===== src/rtl/clk_div_prog_if.sv =====
// clk_div_prog_if: control and output bundle of the programmable clock divider
interface clk_div_prog_if #(parameter int CNT_W = 16);
   logic             en;
   logic             sync;
   logic [CNT_W-1:0] div_in;
   logic             div_load;
   logic             div_busy;
   logic             div_err;
   logic [CNT_W-1:0] div_cur;
   logic             clk_out;
   logic             tick;
   modport master (output en, sync, div_in, div_load, input div_busy, div_err, div_cur, clk_out, tick);
   modport slave (input en, sync, div_in, div_load, output div_busy, div_err, div_cur, clk_out, tick);
endinterface


===== src/rtl/clk_div_prog.sv =====
// clk_div_prog: runtime-programmable divider with glitch-free divisor switch, gating and phase sync
module clk_div_prog #(
   parameter int CNT_W       = 16,
   parameter int DIV_DEFAULT = 4
) (
   input logic           clk_in,
   input logic           reset,
   clk_div_prog_if.slave bus
);
   logic [CNT_W-1:0] ph_q, ph_d, d_q, d_d, p_q, p_d, ph_nxt;
   logic             pend_q, pend_d, err_q, err_d, clk_q, clk_d, tick_q, tick_d, bnd, load_ok;
   always_comb begin
      ph_nxt  = (ph_q == d_q - CNT_W'(1)) ? '0 : ph_q + CNT_W'(1);
      bnd     = bus.sync | (bus.en & (ph_nxt == '0));
      // a pending divisor takes effect only at a period boundary, so no pulse is cut short
      d_d     = (bnd & pend_q) ? p_q : d_q;
      ph_d    = bus.sync ? '0 : bus.en ? ph_nxt : ph_q;
      clk_d   = bus.sync | (bus.en ? (ph_nxt < (d_d >> 1)) : clk_q);
      tick_d  = bnd;
      load_ok = bus.div_load & (bus.div_in >= CNT_W'(2));
      p_d     = load_ok ? bus.div_in : p_q;
      pend_d  = load_ok | (pend_q & ~bnd);
      err_d   = bus.div_load & (bus.div_in < CNT_W'(2));
   end
   always_ff @(posedge clk_in) begin
      if (reset) begin
         ph_q   <= CNT_W'(DIV_DEFAULT - 1);
         d_q    <= CNT_W'(DIV_DEFAULT);
         p_q    <= CNT_W'(DIV_DEFAULT);
         pend_q <= 1'b0;
         err_q  <= 1'b0;
         clk_q  <= 1'b0;
         tick_q <= 1'b0;
      end else begin
         ph_q   <= ph_d;
         d_q    <= d_d;
         p_q    <= p_d;
         pend_q <= pend_d;
         err_q  <= err_d;
         clk_q  <= clk_d;
         tick_q <= tick_d;
      end
   end
   assign bus.div_busy = pend_q;
   assign bus.div_err  = err_q;
   assign bus.div_cur  = d_q;
   assign bus.clk_out  = clk_q;
   assign bus.tick     = tick_q;
endmodule


===== src/flat_wrapper.sv =====
// flat-port wrapper written by rule: the top's interface ports become plain ports
module clk_div_prog_flat 
#(
   parameter int CNT_W       = 16,
   parameter int DIV_DEFAULT = 4
)
  (clk_in, reset, bus_en, bus_sync, bus_div_in, bus_div_load, bus_div_busy, bus_div_err, bus_div_cur, bus_clk_out, bus_tick);
  clk_div_prog_if #(.CNT_W(CNT_W)) bus_i ();
  input logic clk_in;
  input logic reset;
  input wire logic [$bits(bus_i.en)-1:0] bus_en;
  input wire logic [$bits(bus_i.sync)-1:0] bus_sync;
  input wire logic [$bits(bus_i.div_in)-1:0] bus_div_in;
  input wire logic [$bits(bus_i.div_load)-1:0] bus_div_load;
  output wire logic [$bits(bus_i.div_busy)-1:0] bus_div_busy;
  output wire logic [$bits(bus_i.div_err)-1:0] bus_div_err;
  output wire logic [$bits(bus_i.div_cur)-1:0] bus_div_cur;
  output wire logic [$bits(bus_i.clk_out)-1:0] bus_clk_out;
  output wire logic [$bits(bus_i.tick)-1:0] bus_tick;
  assign bus_i.en = bus_en;
  assign bus_i.sync = bus_sync;
  assign bus_i.div_in = bus_div_in;
  assign bus_i.div_load = bus_div_load;
  assign bus_div_busy = bus_i.div_busy;
  assign bus_div_err = bus_i.div_err;
  assign bus_div_cur = bus_i.div_cur;
  assign bus_clk_out = bus_i.clk_out;
  assign bus_tick = bus_i.tick;
  clk_div_prog #(.CNT_W(CNT_W), .DIV_DEFAULT(DIV_DEFAULT)) u_core (.clk_in(clk_in), .reset(reset), .bus(bus_i));
endmodule

===== config.mk =====
export PLATFORM = sky130hd
export DESIGN_NAME = clk_div_prog_flat
export DESIGN_NICKNAME = d
export VERILOG_FILES = /design/src/rtl/clk_div_prog_if.sv /design/src/rtl/clk_div_prog.sv /design/src/flat_wrapper.sv
export SDC_FILE = /design/constraint.sdc
export NUM_CORES = 1
export LEC_CHECK = 0
export ABC_AREA = 1
export BUFFER_PORTS_ARGS = -buffer_cell sky130_fd_sc_hd__buf_4
export CAP_MARGIN = 15
export CORE_ASPECT_RATIO = 1.25
export CORE_UTILIZATION = 58
export CTS_CLUSTER_DIAMETER = 50
export DETAILED_ROUTE_END_ITERATION = 10
export GPL_ROUTABILITY_DRIVEN = 0
export PLACE_DENSITY = 0.88
export RECOVER_POWER = 100
export SLEW_MARGIN = 10
export SYNTH_ARGS = -nofsm -noshare
export SYNTH_HDL_FRONTEND = slang
export SYNTH_SLANG_ARGS = --single-unit

===== constraint.sdc =====
create_clock -name clk_in -period 3.98 [get_ports clk_in]
set_input_delay 0.199 -clock clk_in [delete_from_list [all_inputs] [get_ports clk_in]]
set_output_delay 0.199 -clock clk_in [all_outputs]
set_load 0.02 [all_outputs]

Word-level counts from Yosys, hierarchy flattened
Index checks and enable logic that the tools add are counted.
{ "totals": {"out_inout_bits": 20, "regBits": 52} }
{ "op_classes": {"muxes": 5, "reduce_logical": 3, "n_lt_le_gt_ge": 3, "n_bitwise": 9, "n_addsub": 2, "n_eq_ne": 1} }
{ "ops": {"columns": ["operator", "n"], "rows": [
  ["$mux 16", 2],
  ["$add 16x1->16 const B", 1],
  ["$eq 16x16->1", 1],
  ["$ge 16x2->1 const B", 1],
  ["$logic_not 16->1", 1],
  ["$lt 16x15->1", 1],
  ["$lt 16x2->1 const B", 1],
  ["$sub 16x1->16 const B", 1],
  ["$and 1x1->1", 5],
  ["$mux 2", 2],
  ["$or 1x1->1", 3],
  ["$reduce_bool 2->1", 1],
  ["$reduce_or 2->1", 1],
  ["$mux 1", 1],
  ["$not 1->1", 1]
]} }

Longest topological paths before layout
{ "depth": {"depth_word": 11, "mapped_depth": 32, "depth_no_buf": 30} }

Worst setup path after synthesis
OpenSTA, ideal clock, no wires.
{ "synth_timing": {"path_kind": "reg-to-reg", "start": "register u_core.d_q[1], in the netlist u_core.bus.div_cur[1]", "end": "register u_core.clk_q, in the netlist u_core.bus.clk_out", "path_stages_with_launch": 26, "synth_period_minus_slack_ps": 3368, "arrival_time_ps": 3300, "t_required_ps": 3913, "path_slack_ps": 612, "setup_ps": 67, "cell_sequence": "dfxtp_1 > inv_1 > ha_1 > nand2_2 > nor2_4 > xor2_1 > nor2_1 > nand2_1 > nor2_1 > nand2_1 > buf_6 > o21ai_2 > nand2_1 > nor2_2 > nand3_2 > nand2_2 > nand2_4 > buf_2 > o21ai_0 > ha_1 > a21o_1 > a21oi_1 > nand2_1 > nor2_1 > nand2_1 > a21oi_2"} }
{ "synth_between": {"elab_chain_cells": 11} }
{ "synth_lines": {"columns": ["element", "line_no", "source"], "rows": [
  ["from (decl)", "clk_div_prog.sv:10", "logic [CNT_W-1:0] ph_q, ph_d, d_q, d_d, p_q, p_d, ph_nxt;"],
  ["from (signal assigned)", "clk_div_prog.sv:28", "d_q <= CNT_W'(DIV_DEFAULT);"],
  ["$sub 16x1->16", "clk_div_prog.sv:13", "ph_nxt = (ph_q == d_q - CNT_W'(1)) ? '0 : ph_q + CNT_W'(1);"],
  ["$eq 16x16->1", "clk_div_prog.sv:13", null],
  ["$mux 16", "clk_div_prog.sv:13", null],
  ["$logic_not 16->1", "clk_div_prog.sv:14", "bnd = bus.sync | (bus.en & (ph_nxt == '0));"],
  ["$and 1x1->1", "clk_div_prog.sv:14", null],
  ["$or 1x1->1", "clk_div_prog.sv:14", null],
  ["$and 1x1->1", "clk_div_prog.sv:16", "d_d = (bnd & pend_q) ? p_q : d_q;"],
  ["$mux 16", "clk_div_prog.sv:16", null],
  ["$lt 16x15->1 *", "clk_div_prog.sv:18", "clk_d = bus.sync | (bus.en ? (ph_nxt < (d_d >> 1)) : clk_q);"],
  ["$mux 1 *", "clk_div_prog.sv:18", null],
  ["$or 1x1->1 *", "clk_div_prog.sv:18", null],
  ["to (signal assigned)", "clk_div_prog.sv:40", "clk_q <= clk_d;"],
  ["to (decl)", "clk_div_prog.sv:11", "logic pend_q, pend_d, err_q, err_d, clk_q, clk_d, tick_q, tick_d, bnd, load_ok;"]
]} }
Mark *: on every way between the ends. The rest lies on a longest branch, timed or not.
A chain may end at the register's enable or synchronous reset.

Worst setup path in the final report
{ "layout_timing": {"start": "register u_core.d_q[0], in the netlist u_core.bus.div_cur[0]", "end": "register u_core.clk_q, in the netlist u_core.bus.clk_out"} }
{ "layout_between": {"elab_chain_cells": 11} }
{ "layout_lines": {"columns": ["element", "line_no"], "rows": [
  ["$sub 16x1->16 *", "clk_div_prog.sv:13"],
  ["$eq 16x16->1 *", "clk_div_prog.sv:13"],
  ["$mux 16 *", "clk_div_prog.sv:13"],
  ["$logic_not 16->1", "clk_div_prog.sv:14"],
  ["$and 1x1->1", "clk_div_prog.sv:14"],
  ["$or 1x1->1", "clk_div_prog.sv:14"],
  ["$and 1x1->1", "clk_div_prog.sv:16"],
  ["$mux 16", "clk_div_prog.sv:16"],
  ["$lt 16x15->1 *", "clk_div_prog.sv:18"],
  ["$mux 1 *", "clk_div_prog.sv:18"],
  ["$or 1x1->1 *", "clk_div_prog.sv:18"]
]} }
Marks and branches as above.

==> impl_results.md <==
- Status: finished, final reports clean
- Tightest Pin Transition: 546 ps
- Root buffer cell: clkbuf_8
- FF+latch count, synth: 52
- WL final: 8.31 mm
- DRC: 0
- Full die area: 0.00602 mm2
- Setup CP Type: register to register
- Largest net degree at the start of global routing: 25
- Max-slew headroom: 0.634
- Top post-synthesis cells by area: dfxtp_1 (31%), nand2_1 (12%), nor2_1 (11%)
- Initial antenna violation count: 0
- Drt first pass iters: 5
- Worst-path clk slew: 90 ps
- Boundary pin count: 41
- Power Internal: 0.000778 W
- Sw Ratio: 0.328
- Leakage Power: 1.84 nW
- Share of power burned in registers: 0.501
- Mapped Area: 0.00331 mm2
- Worst vdd ir: 0.230 mV
- Max_cap viols: 0
- Critical path buffer and inverter count: 2
- Final min period: 3640 ps
- Post-synth EDFFs: 0
- Nets: 575
- Crit-path leading delay family: simple AND/OR/NAND/NOR gates
- # port buffers: 40
- Period Utilization, post-route: 0.915
- Core region area: 0.00548 mm2
- Synth warn: 0
- Global-route wire length before repair: 14.2 mm
- Startpoint Class: register
- Final core occ: 0.668
- Total Routing Usage GR: 0.291
- R2R Path Start: u_core.bus.div_cur[0]$_SDFFE_PP0N_
- Hold Fails Final Rpt: 0
- Post-Syn Area per Cell: 6.60 um2
- Clock network power share: 0.256
- Comb power frac: 0.243
- Min-delay src: bus_div_in[2]
- Worst hold path type: input port to register
- Final setup vio count: 0
- Top_reg_cell synth: dfxtp_1
- Syn Inst Count: 502
- Vias in the first global route: 3289
- Sequential fraction of the synthesis area: 0.314
- Post-synth top area cell: dfxtp_1
- Die H: 86.5 um
- Pwr Total: 0.00116 W
- Initial DRC count: 208
- Post-DP HPWL: 6.74 mm
- RSZ-0062 raised after global routing: no
- Num rows: 30
- Grt total ovfl: 0
- NetSw: 0.000379 W
- DR vias: 3352
- Worst setup path start: u_core.bus.div_cur[0]$_SDFFE_PP0N_
- Clock tree from TritonCTS: yes
- Yosys top cell area share: 0.314
- Num Clock Sinks: 52
- Highest clock rate: 275 MHz
- Critical Path Most Common Cell: nand2_1
- Setup TNS: 0 ps
- Ys async rst share: 0
- CP endpoint kind: register
- Bufs on Longest Clock Path: 2
- Worst path required time: 4220 ps
- Die W: 69.6 um
- Syn Nets: 539
- CP max FO: 24
- Number of buffers created by CTS: 5
- Synth unique cells: 34
- PwrDens: 316 mW/mm2
- Max Clock Skew: 6.72 ps
- Post-cts hold buffer count: 0
- WP data arrival: 3880 ps
- Via/cell ratio: 5.56
- Slew Viols, Final: 0
- Initial core utilization: 0.605
- Ratio of cells with drive above 1 in the final layout: 0.0891
- Crit-path max cell delay: 350 ps
- Routed len/inst: 13.8 um
- Max stage delay cell, worst path: dfxtp_1
- Antenna diode count: 0
- Area Growth Syn to Fin: 10.6%
- Skew-Pair Late Insertion Delay: 300 ps
- Htree depth: 2
- Antenna-violating nets left: 0
[layer usage]
metal	up-vias	wire length [um]	share of wire	track usage
met3	21	385	0.046	0.0384
met2	104	4350	0.52	0.552
met1	1554	3370	0.41	0.324
li1	1673	-	-	-
met4	0	206	0.025	0.124
met5	-	0	0	0
[cells in the mapped netlist (7+ instances only)]
| master | instances |
|---|---|
| nand4_1 | 7 |
| nand2_1 | 110 |
| ha_1 | 16 |
| inv_1 | 57 |
| xor2_1 | 15 |
| o21ai_0 | 32 |
| a211oi_1 | 8 |
| a21oi_1 | 18 |
| nor2_1 | 99 |
| mux2i_1 | 7 |
| clkbuf_1 | 9 |
| nand3_1 | 25 |
| dfxtp_1 | 52 |
[state kept, by name (all words and copies together), names as in the netlist]
name and count:
u_core.bus.clk_out 1, u_core.bus.div_busy 1, u_core.bus.div_cur 16, u_core.bus.div_err 1
u_core.bus.tick 1, u_core.p_q 16, u_core.ph_q 16
[tightest hold or removal path: cells and delay by family]
family | cells | cell delay (ps)
simple gates | 2 | 90
buf+inv | 1 | 80
[cell usage in the layout (no fill, tap or decap), types with 5 or more instances in the layout]
cell type,instances
nand2_1,109
inv_1,57
clkbuf_8,5
nor2_1,99
buf_4,20
nand3_1,25
clkbuf_1,22
nand2_2,5
a211oi_1,8
a21oi_1,19
nand4_1,7
xor2_1,15
dfxtp_1,52
ha_1,16
nor2_2,6
mux2i_1,7
o21ai_0,31
xnor2_1,6
[worst paths after layout]
check,end,slack [ps],cells past startpoint
worst min register to register,u_core.p_q[7]$_SDFFE_PP0P_,490,2
worst min-delay path,u_core.p_q[2]$_SDFFE_PP1P_,110,3
worst max-delay path,u_core.bus.clk_out$_SDFF_PP0_,340,26
worst max register to register,u_core.bus.clk_out$_SDFF_PP0_,340,26
[stage by stage]
stage | hold slack (ps) | instances | instance area (um2) | worst slack [ps]
2_1_floorplan | 300 | 502 | 3310 | 612
4_1_cts | 109 | 603 | 3730 | 157
3_3_place_gp | 414 | 595 | 3650 | 451
5_1_grt | 103 | 603 | 3660 | 23.5
6_report | 107 | 603 | 3660 | 339
3_5_place_dp | 429 | 595 | 3650 | 192
[kinds of logic after synthesis]
family | count (synthesis) | share of synthesized area
fa+ha+maj | 16 | 0.0604
simple gates | 266 | 0.346
flops | 52 | 0.314
xor+xnor | 21 | 0.0555
buf+inv | 72 | 0.0846
compound gates | 68 | 0.119
mux | 7 | 0.0211
[area by class of cell]
cell class	instances	area [um2]
clock buffer	7	76.3
fill	487	1820
timing repair buffer	41	233
tap	64	80.1
inverter	60	225
clock inverter	1	8.76
sequential	52	1040
multi-input combinational	378	2000
[repair_timing]
action | 4_1_cts | 5_1_grt
endpoints found under the setup margin | 0 | 1
gates resized for setup | 0 | 3
setup buffers | 0 | 0
[power groups by stage]
stage	combinational [W]	sequential (W)	clock, W
after floorplan	0.000198	0.000593	0
final	0.000281	0.000580	0.000296
after global placement	0.000274	0.000590	0
after CTS	0.000286	0.000579	0.000301
after global routing	0.000318	0.000584	0.000320
after detailed placement	0.000284	0.000591	0
Power figures use the tool's default switching activity.
